<file path="config.mk">
export PLATFORM = sky130hd
export DESIGN_NAME = ffe_equalizer
export DESIGN_NICKNAME = d
export VERILOG_FILES = /design/src/rtl/ffe_equalizer.sv
export SDC_FILE = /design/constraint.sdc
export NUM_CORES = 1
export LEC_CHECK = 0
export CORE_MARGIN = 4
export CORE_UTILIZATION = 60
export DETAILED_ROUTE_END_ITERATION = 10
export GPL_TIMING_DRIVEN = 0
export PLACE_DENSITY = 0.84
export SLEW_MARGIN = 20
export SYNTH_ARGS = -nofsm -noshare
export SYNTH_HDL_FRONTEND = slang
export SYNTH_SLANG_ARGS = --single-unit
export TNS_END_PERCENT = 5
</file>
<file path="constraint.sdc">
create_clock -name clk -period 5.8 [get_ports clk]
set_clock_uncertainty 0.05 [all_clocks]
set_input_delay 0.87 -clock clk [delete_from_list [all_inputs] [get_ports clk]]
set_output_delay 0.87 -clock clk [all_outputs]
set_load 0.05 [all_outputs]
</file>
<file path="src/rtl/ffe_equalizer.sv">
// ---------------------------------------------------------------------------
// ffe_equalizer
//
// Feed-forward equalizer (TAPS-tap signed FIR) for the SerDes receive path.
// It sits between the channel model and the slicer. Coefficients can be
// rewritten at run time. The datapath is a short pipeline:
//   capture edge E   : delay line shifts in the sample, v1 set
//   edge E+1         : per-tap products registered, v2 set
//   edge E+2         : sum, arithmetic shift, narrowing; out_valid set
//
// Optional feature, selected at compile time:
//   FFE_SATURATE_EN  defined   -> output clips to the OUT_W range, and
//                                 sat_flag marks the clipped samples
//                    undefined -> output wraps (low OUT_W bits kept), and
//                                 sat_flag is constant 0
//
// Ports:
//   clk         in   rising-edge clock
//   rst         in   synchronous active-high reset; overrides everything
//   in_valid    in   in_data carries a sample this cycle
//   in_data     in   signed sample, DATA_W bits
//   flush       in   clears delay line and pipeline valids, keeps coefficients
//   coef_we     in   coefficient write strobe
//   coef_addr   in   tap index; indices >= TAPS are ignored
//   coef_wdata  in   signed coefficient, COEF_W bits
//   out_valid   out  out_data holds a new equalized sample this cycle
//   out_data    out  signed equalized sample, OUT_W bits; holds when idle
//   sat_flag    out  out_data was clipped (meaningful with out_valid only)
// ---------------------------------------------------------------------------
module ffe_equalizer #(
  parameter int DATA_W     = 8,
  parameter int COEF_W     = 8,
  parameter int TAPS       = 5,
  parameter int FRAC_SHIFT = 6,
  parameter int OUT_W      = 12
) (
  input  logic                     clk,
  input  logic                     rst,
  input  logic                     in_valid,
  input  logic signed [DATA_W-1:0] in_data,
  input  logic                     flush,
  input  logic                     coef_we,
  input  logic [$clog2(TAPS)-1:0]  coef_addr,
  input  logic signed [COEF_W-1:0] coef_wdata,
  output logic                     out_valid,
  output logic signed [OUT_W-1:0]  out_data,
  output logic                     sat_flag
);

  localparam int PROD_W = DATA_W + COEF_W;
  // The extra $clog2(TAPS) bits cover the growth of summing TAPS products.
  localparam int ACC_W  = PROD_W + $clog2(TAPS);

  localparam logic signed [COEF_W-1:0] COEF_UNITY = COEF_W'(1 << FRAC_SHIFT);

  // -------------------------------------------------------------------------
  // Coefficient file
  // -------------------------------------------------------------------------
  logic signed [COEF_W-1:0] r_coef [TAPS];

  // NOTE: this small register file is reset on purpose: the reset contents
  // (unity on tap 0) make the block a pass-through until software programs it.
  // Large RAM-style memories would normally be left unreset.
  always_ff @(posedge clk) begin
    if (rst) begin
      for (int k = 0; k < TAPS; k++) begin
        r_coef[k] <= (k == 0) ? COEF_UNITY : '0;
      end
    end else if (coef_we && (int'(coef_addr) < TAPS)) begin
      r_coef[coef_addr] <= coef_wdata;
    end
  end

  // -------------------------------------------------------------------------
  // Stage 1: delay line. Bubbles do not shift it; flush zeroes it.
  // -------------------------------------------------------------------------
  logic signed [DATA_W-1:0] r_d [TAPS];
  logic                     r_v1;

  always_ff @(posedge clk) begin
    if (rst || flush) begin
      for (int k = 0; k < TAPS; k++) begin
        r_d[k] <= '0;
      end
      r_v1 <= 1'b0;
    end else begin
      r_v1 <= in_valid;
      if (in_valid) begin
        r_d[0] <= in_data;
        for (int k = 1; k < TAPS; k++) begin
          r_d[k] <= r_d[k-1];
        end
      end
    end
  end

  // -------------------------------------------------------------------------
  // Stage 2: registered products. Coefficients are sampled here, so a write
  // landing on the capture edge of a sample already applies to that sample.
  // Products are recomputed every cycle; v2 says whether they matter.
  // -------------------------------------------------------------------------
  logic signed [PROD_W-1:0] r_prod [TAPS];
  logic                     r_v2;

  always_ff @(posedge clk) begin
    if (rst) begin
      for (int k = 0; k < TAPS; k++) begin
        r_prod[k] <= '0;
      end
      r_v2 <= 1'b0;
    end else begin
      for (int k = 0; k < TAPS; k++) begin
        r_prod[k] <= PROD_W'(r_d[k]) * PROD_W'(r_coef[k]);
      end
      r_v2 <= flush ? 1'b0 : r_v1;
    end
  end

  // -------------------------------------------------------------------------
  // Stage 3 combinational part: sum, shift and narrow
  // -------------------------------------------------------------------------
  logic signed [ACC_W-1:0] w_acc;
  logic signed [OUT_W-1:0] w_out;
  logic                    w_sat;

  // NOTE: blocking assignments are correct inside always_comb; the running
  // sum must see its own update on each loop iteration. The default written
  // first also keeps the block free of inferred latches.
  always_comb begin
    w_acc = '0;
    for (int k = 0; k < TAPS; k++) begin
      w_acc = w_acc + ACC_W'(r_prod[k]);
    end
  end

`ifdef FFE_SATURATE_EN
  // One guard bit above both the accumulator and output widths lets a
  // plain signed compare decide whether the value fits in OUT_W bits.
  localparam int EXT_W = ((ACC_W > OUT_W) ? ACC_W : OUT_W) + 1;
  localparam logic signed [EXT_W-1:0] OUT_MAX =
    {{(EXT_W-OUT_W+1){1'b0}}, {(OUT_W-1){1'b1}}};
  localparam logic signed [EXT_W-1:0] OUT_MIN =
    {{(EXT_W-OUT_W+1){1'b1}}, {(OUT_W-1){1'b0}}};

  logic signed [EXT_W-1:0] w_ext;
  logic                    w_hi;
  logic                    w_lo;

  // >>> on a signed operand is arithmetic: it floors toward minus infinity.
  assign w_ext = EXT_W'(w_acc >>> FRAC_SHIFT);
  assign w_hi  = (w_ext > OUT_MAX);
  assign w_lo  = (w_ext < OUT_MIN);
  assign w_sat = w_hi | w_lo;
  assign w_out = w_hi ? OUT_MAX[OUT_W-1:0] :
                 w_lo ? OUT_MIN[OUT_W-1:0] :
                        w_ext[OUT_W-1:0];
`else
  // Wrapping keeps the low OUT_W bits of the shifted sum.
  assign w_out = OUT_W'(w_acc >>> FRAC_SHIFT);
  assign w_sat = 1'b0;
`endif

  // -------------------------------------------------------------------------
  // Stage 3 registers: data and flag only move with a valid result.
  // -------------------------------------------------------------------------
  logic                    r_out_valid;
  logic signed [OUT_W-1:0] r_out_data;
  logic                    r_sat_flag;

  always_ff @(posedge clk) begin
    if (rst) begin
      r_out_valid <= 1'b0;
      r_out_data  <= '0;
      r_sat_flag  <= 1'b0;
    end else begin
      r_out_valid <= flush ? 1'b0 : r_v2;
      if (r_v2 && !flush) begin
        r_out_data <= w_out;
        r_sat_flag <= w_sat;
      end
    end
  end

  assign out_valid = r_out_valid;
  assign out_data  = r_out_data;
  assign sat_flag  = r_sat_flag;

endmodule
</file>
==> flow_summary.yaml <==
status:
  outcome: "completed"
timing:
  rsz0062_at_grt: "false"
  max_freq_ghz: 0.196
  setup_viol: 0
  max_slew_margin_pct: 42.0
  tightest_slew_ns: 0.863
  period_minus_slack_ns: 5.09
  timing.final.hold_violations: 0
  period_share_pct: 87.8
  slew_violations: 0
  fin_tns_setup_ns: 0
finish:
  antenna_cells: 0
  final_nets: 2530
  syn2layout_area_growth_pct: 8.23
  layout-drive-gt1-share_pct: 2.90
synth:
  synth_fp_nets: 2474
  avgSynthCellArea_sq_um: 10.0
  synth_top_cell_area_share_pct: 32.9
  ys_seq_area_share_pct: 21.9
  syn_inst: 1966
  synth_edf_count: 80
  yosysTopAreaCell: "fa_1"
  ys_ff_latch: 175
  ys.warnings.count: 0
  postSynth.asyncResetShare_pct: 0
  netlist_area_sq_um: 19700
  yosysUniqueCellTypes: 45
  synth_ff_type: "dfxtp_1"
  synthTopCellsByArea: "fa_1 (33%), edfxtp_1 (12%), ha_1 (10%)"
global_route:
  grt_start_max_net_pins: 26
  grtUsageTotal_pct: 25.0
  grt-ovfl-total: 0
  grt_pass1_vias: 14304
  antenna_found_initial: 1
  grt_pass1_wl_um: 70900
worst_hold_path:
  worstHoldStart: "out_data[1]$_SDFFE_PP0P_"
  min_path_cells: 2
  min_path_type: "reg -> reg"
  holdPathEnd: "out_data[1]$_SDFFE_PP0P_"
worst_setup_path:
  cp.required_ns: 6.04
  path_cells: "and2_1 > fa_1 > inv_1 > fa_1 > inv_1 > fa_1 > inv_1 > fa_1 > inv_1 > ha_1 > or3_1 > o221a_2 > o21ai_0 > a21oi_1 > xnor2_1 > nor2_1"
  crit_fanout: 9
  worstPathArrival_ns: 5.33
  cp_slowest_cell: "edfxtp_1"
  reg2reg_from: "r_d[0][13]$_SDFFCE_PN0P_"
  end_kind: "register"
  ff2ff_path_depth: 16
  r2r_setup_slack_ns: 0.71
  slowest_delay_ns: 0.60
  r2r-end: "r_prod[0][31]$_SDFF_PP0_"
  critical-path-top-delay-family: "adder cells"
  path_buf_inv: 4
  path_class: "reg -> reg"
  cp-start-kind: "register"
placement:
  io_buffers: 36
  gp_congestion: 0.917
  dp_hpwl_um: 35500
die:
  fp.dieW_um: 189
  core_area_sq_um: 32500
  dieArea_sq_um: 35800
  die_h_um: 189
  io_pins: 38
  start_util_pct: 60.6
  rows: 66
detailed_routing:
  route.detailed.wl_per_inst_um: 17.2
  dr_total_vias: 13243
  viasPerCell: 5.35
  drcViolationCount: 0
  drtIter0Drc: 781
  drtPass1Iterations: 6
  ant_nets: 0
  routed_wl_um: 42700
clock_network:
  cts_made_buffers: 17
  clock_latency_ns: 0.43
  cts_hold_buf: 0
  clk_pin_slew_ns: 0.07
  h-tree-depth: 4
  clk_path_buf_depth: 2
  ctsResizeCount: 0
  cts_tree: "built"
  root_buffer: "clkbuf_16"
  cts_setup_buffers: 0
  clock-sinks: 175
job:
  max-cap-violations: 0
power_and_ir_drop:
  pwr_density_cell_nw_per_um2: 332
  power.total_mw: 7.08
  ir_drop_mv: 0.351
  leakage_nw: 10.4
## synthesized netlist by cell type (14+ instances only)
master    number
ha_1         161
and3_1        41
dfxtp_1       95
and2_1       253
inv_1        461
xor2_1        20
nor2_1        79
fa_1         323
nor3_1        14
nor2b_1       59
o21ai_0       39
a21oi_1       27
a211oi_1      22
xnor2_1       54
nand2_1       84
nand2b_1      27
clkbuf_1      21
edfxtp_1      80
o21a_1        21
## flip-flops by register name, summed over array words and instances, names as in the netlist
name,count
r_v2,1
r_d,40
out_valid,1
r_coef,40
out_data,12
r_prod,80
r_v1,1
## metal layers
metal  vias to the layer above  share of wire [%]  global-route usage [%]
met5                         -                  0                       0
met4                         0                4.2                    10.0
met3                        84                5.7                    3.61
met2                       375                 48                    42.8
met1                      6633                 42                    32.4
li1                       6151                  -                       -
## worst max-delay path by stage
stage | to | cells after the start | start | slack [ns]
6_report | r_prod[0][31]$_SDFF_PP0_ | 16 | r_d[0][13]$_SDFFCE_PN0P_ | 0.71
5_1_grt | r_prod[0][31]$_SDFF_PP0_ | 14 | r_d[0][15]$_SDFFCE_PN0P_ | 0.52
4_1_cts | r_prod[0][31]$_SDFF_PP0_ | 14 | r_d[0][15]$_SDFFCE_PN0P_ | 0.74
3_5_place_dp | r_prod[0][31]$_SDFF_PP0_ | 14 | r_d[0][15]$_SDFFCE_PN0P_ | 0.76
3_3_place_gp | r_prod[0][31]$_SDFF_PP0_ | 14 | r_d[0][15]$_SDFFCE_PN0P_ | 0.82
2_1_floorplan | r_prod[0][45]$_SDFF_PP0_ | 16 | r_d[0][23]$_SDFFCE_PN0P_ | 1.51
## layout by cell type, fill, tap and decap left out, types with 36 or more instances in the layout
cell / netlist / layout
and3_1: 41 / 41
nor2_1: 79 / 79
nand2_1: 84 / 84
fa_1: 323 / 323
o21ai_0: 39 / 39
ha_1: 161 / 161
dfxtp_1: 95 / 95
xnor2_1: 54 / 54
inv_1: 461 / 461
clkdlybuf4s50_1: 0 / 36
edfxtp_1: 80 / 80
nor2b_1: 59 / 59
and2_1: 253 / 253
## worst reg2reg max path, cell delays in order (launching register included)
cell	delay, ns
edfxtp_1	0.60
and2_1	0.27
fa_1	0.54
inv_1	0.06
fa_1	0.53
inv_1	0.05
fa_1	0.47
inv_1	0.05
fa_1	0.47
inv_1	0.04
ha_1	0.23
or3_1	0.37
o221a_2	0.26
o21ai_0	0.18
a21oi_1	0.15
xnor2_1	0.52
nor2_1	0.10
## power by group
part / switching [mW] / internal, mW / leakage (nW)
Sequential: 0.196 / 1.48 / 1.63
Combinational: 2.36 / 1.80 / 8.45
Clock: 0.530 / 0.713 / 0.316
## cell families (layout without fill, tap and decap cells)
family                     count (synthesis)  after routing  synth area share [%]
and+or+nand+nor                          584            584                  16.5
adders and majority gates                484            484                  43.1
buffers and inverters                    484            553                  9.25
DFF                                      175            175                  21.9
AOI/OAI and AO/OA                        159            159                  5.73
xor gates and xnor gates                  74             74                  3.29
muxes                                      5              5                 0.286
other                                      1              1                0.0191
## metrics by stage
step                util, %  hold WS [ns]  cells  setup WS, ns  cell area [sq um]
floorplan                 -         0.356   1966          1.51              19700
global placement       63.5         0.387   2444         0.817              20600
global route           65.6         0.435   2477         0.520              21300
CTS                    65.6         0.413   2477         0.736              21300
finish                 65.6         0.408   2477         0.710              21300
detailed placement     63.6         0.402   2445         0.759              20600
## area by class of cell
cell class	count	area (sq um)
clock inverters	14	220
inverters	461	1730
clock buffers	18	439
repair buffers	37	388
flip-flops and latches	175	4300
well taps	442	553
plain buffers	23	90.1
fillers	2458	11200
multi-input cells	1307	13600
Note: power is estimated with default switching activity, not from simulation.
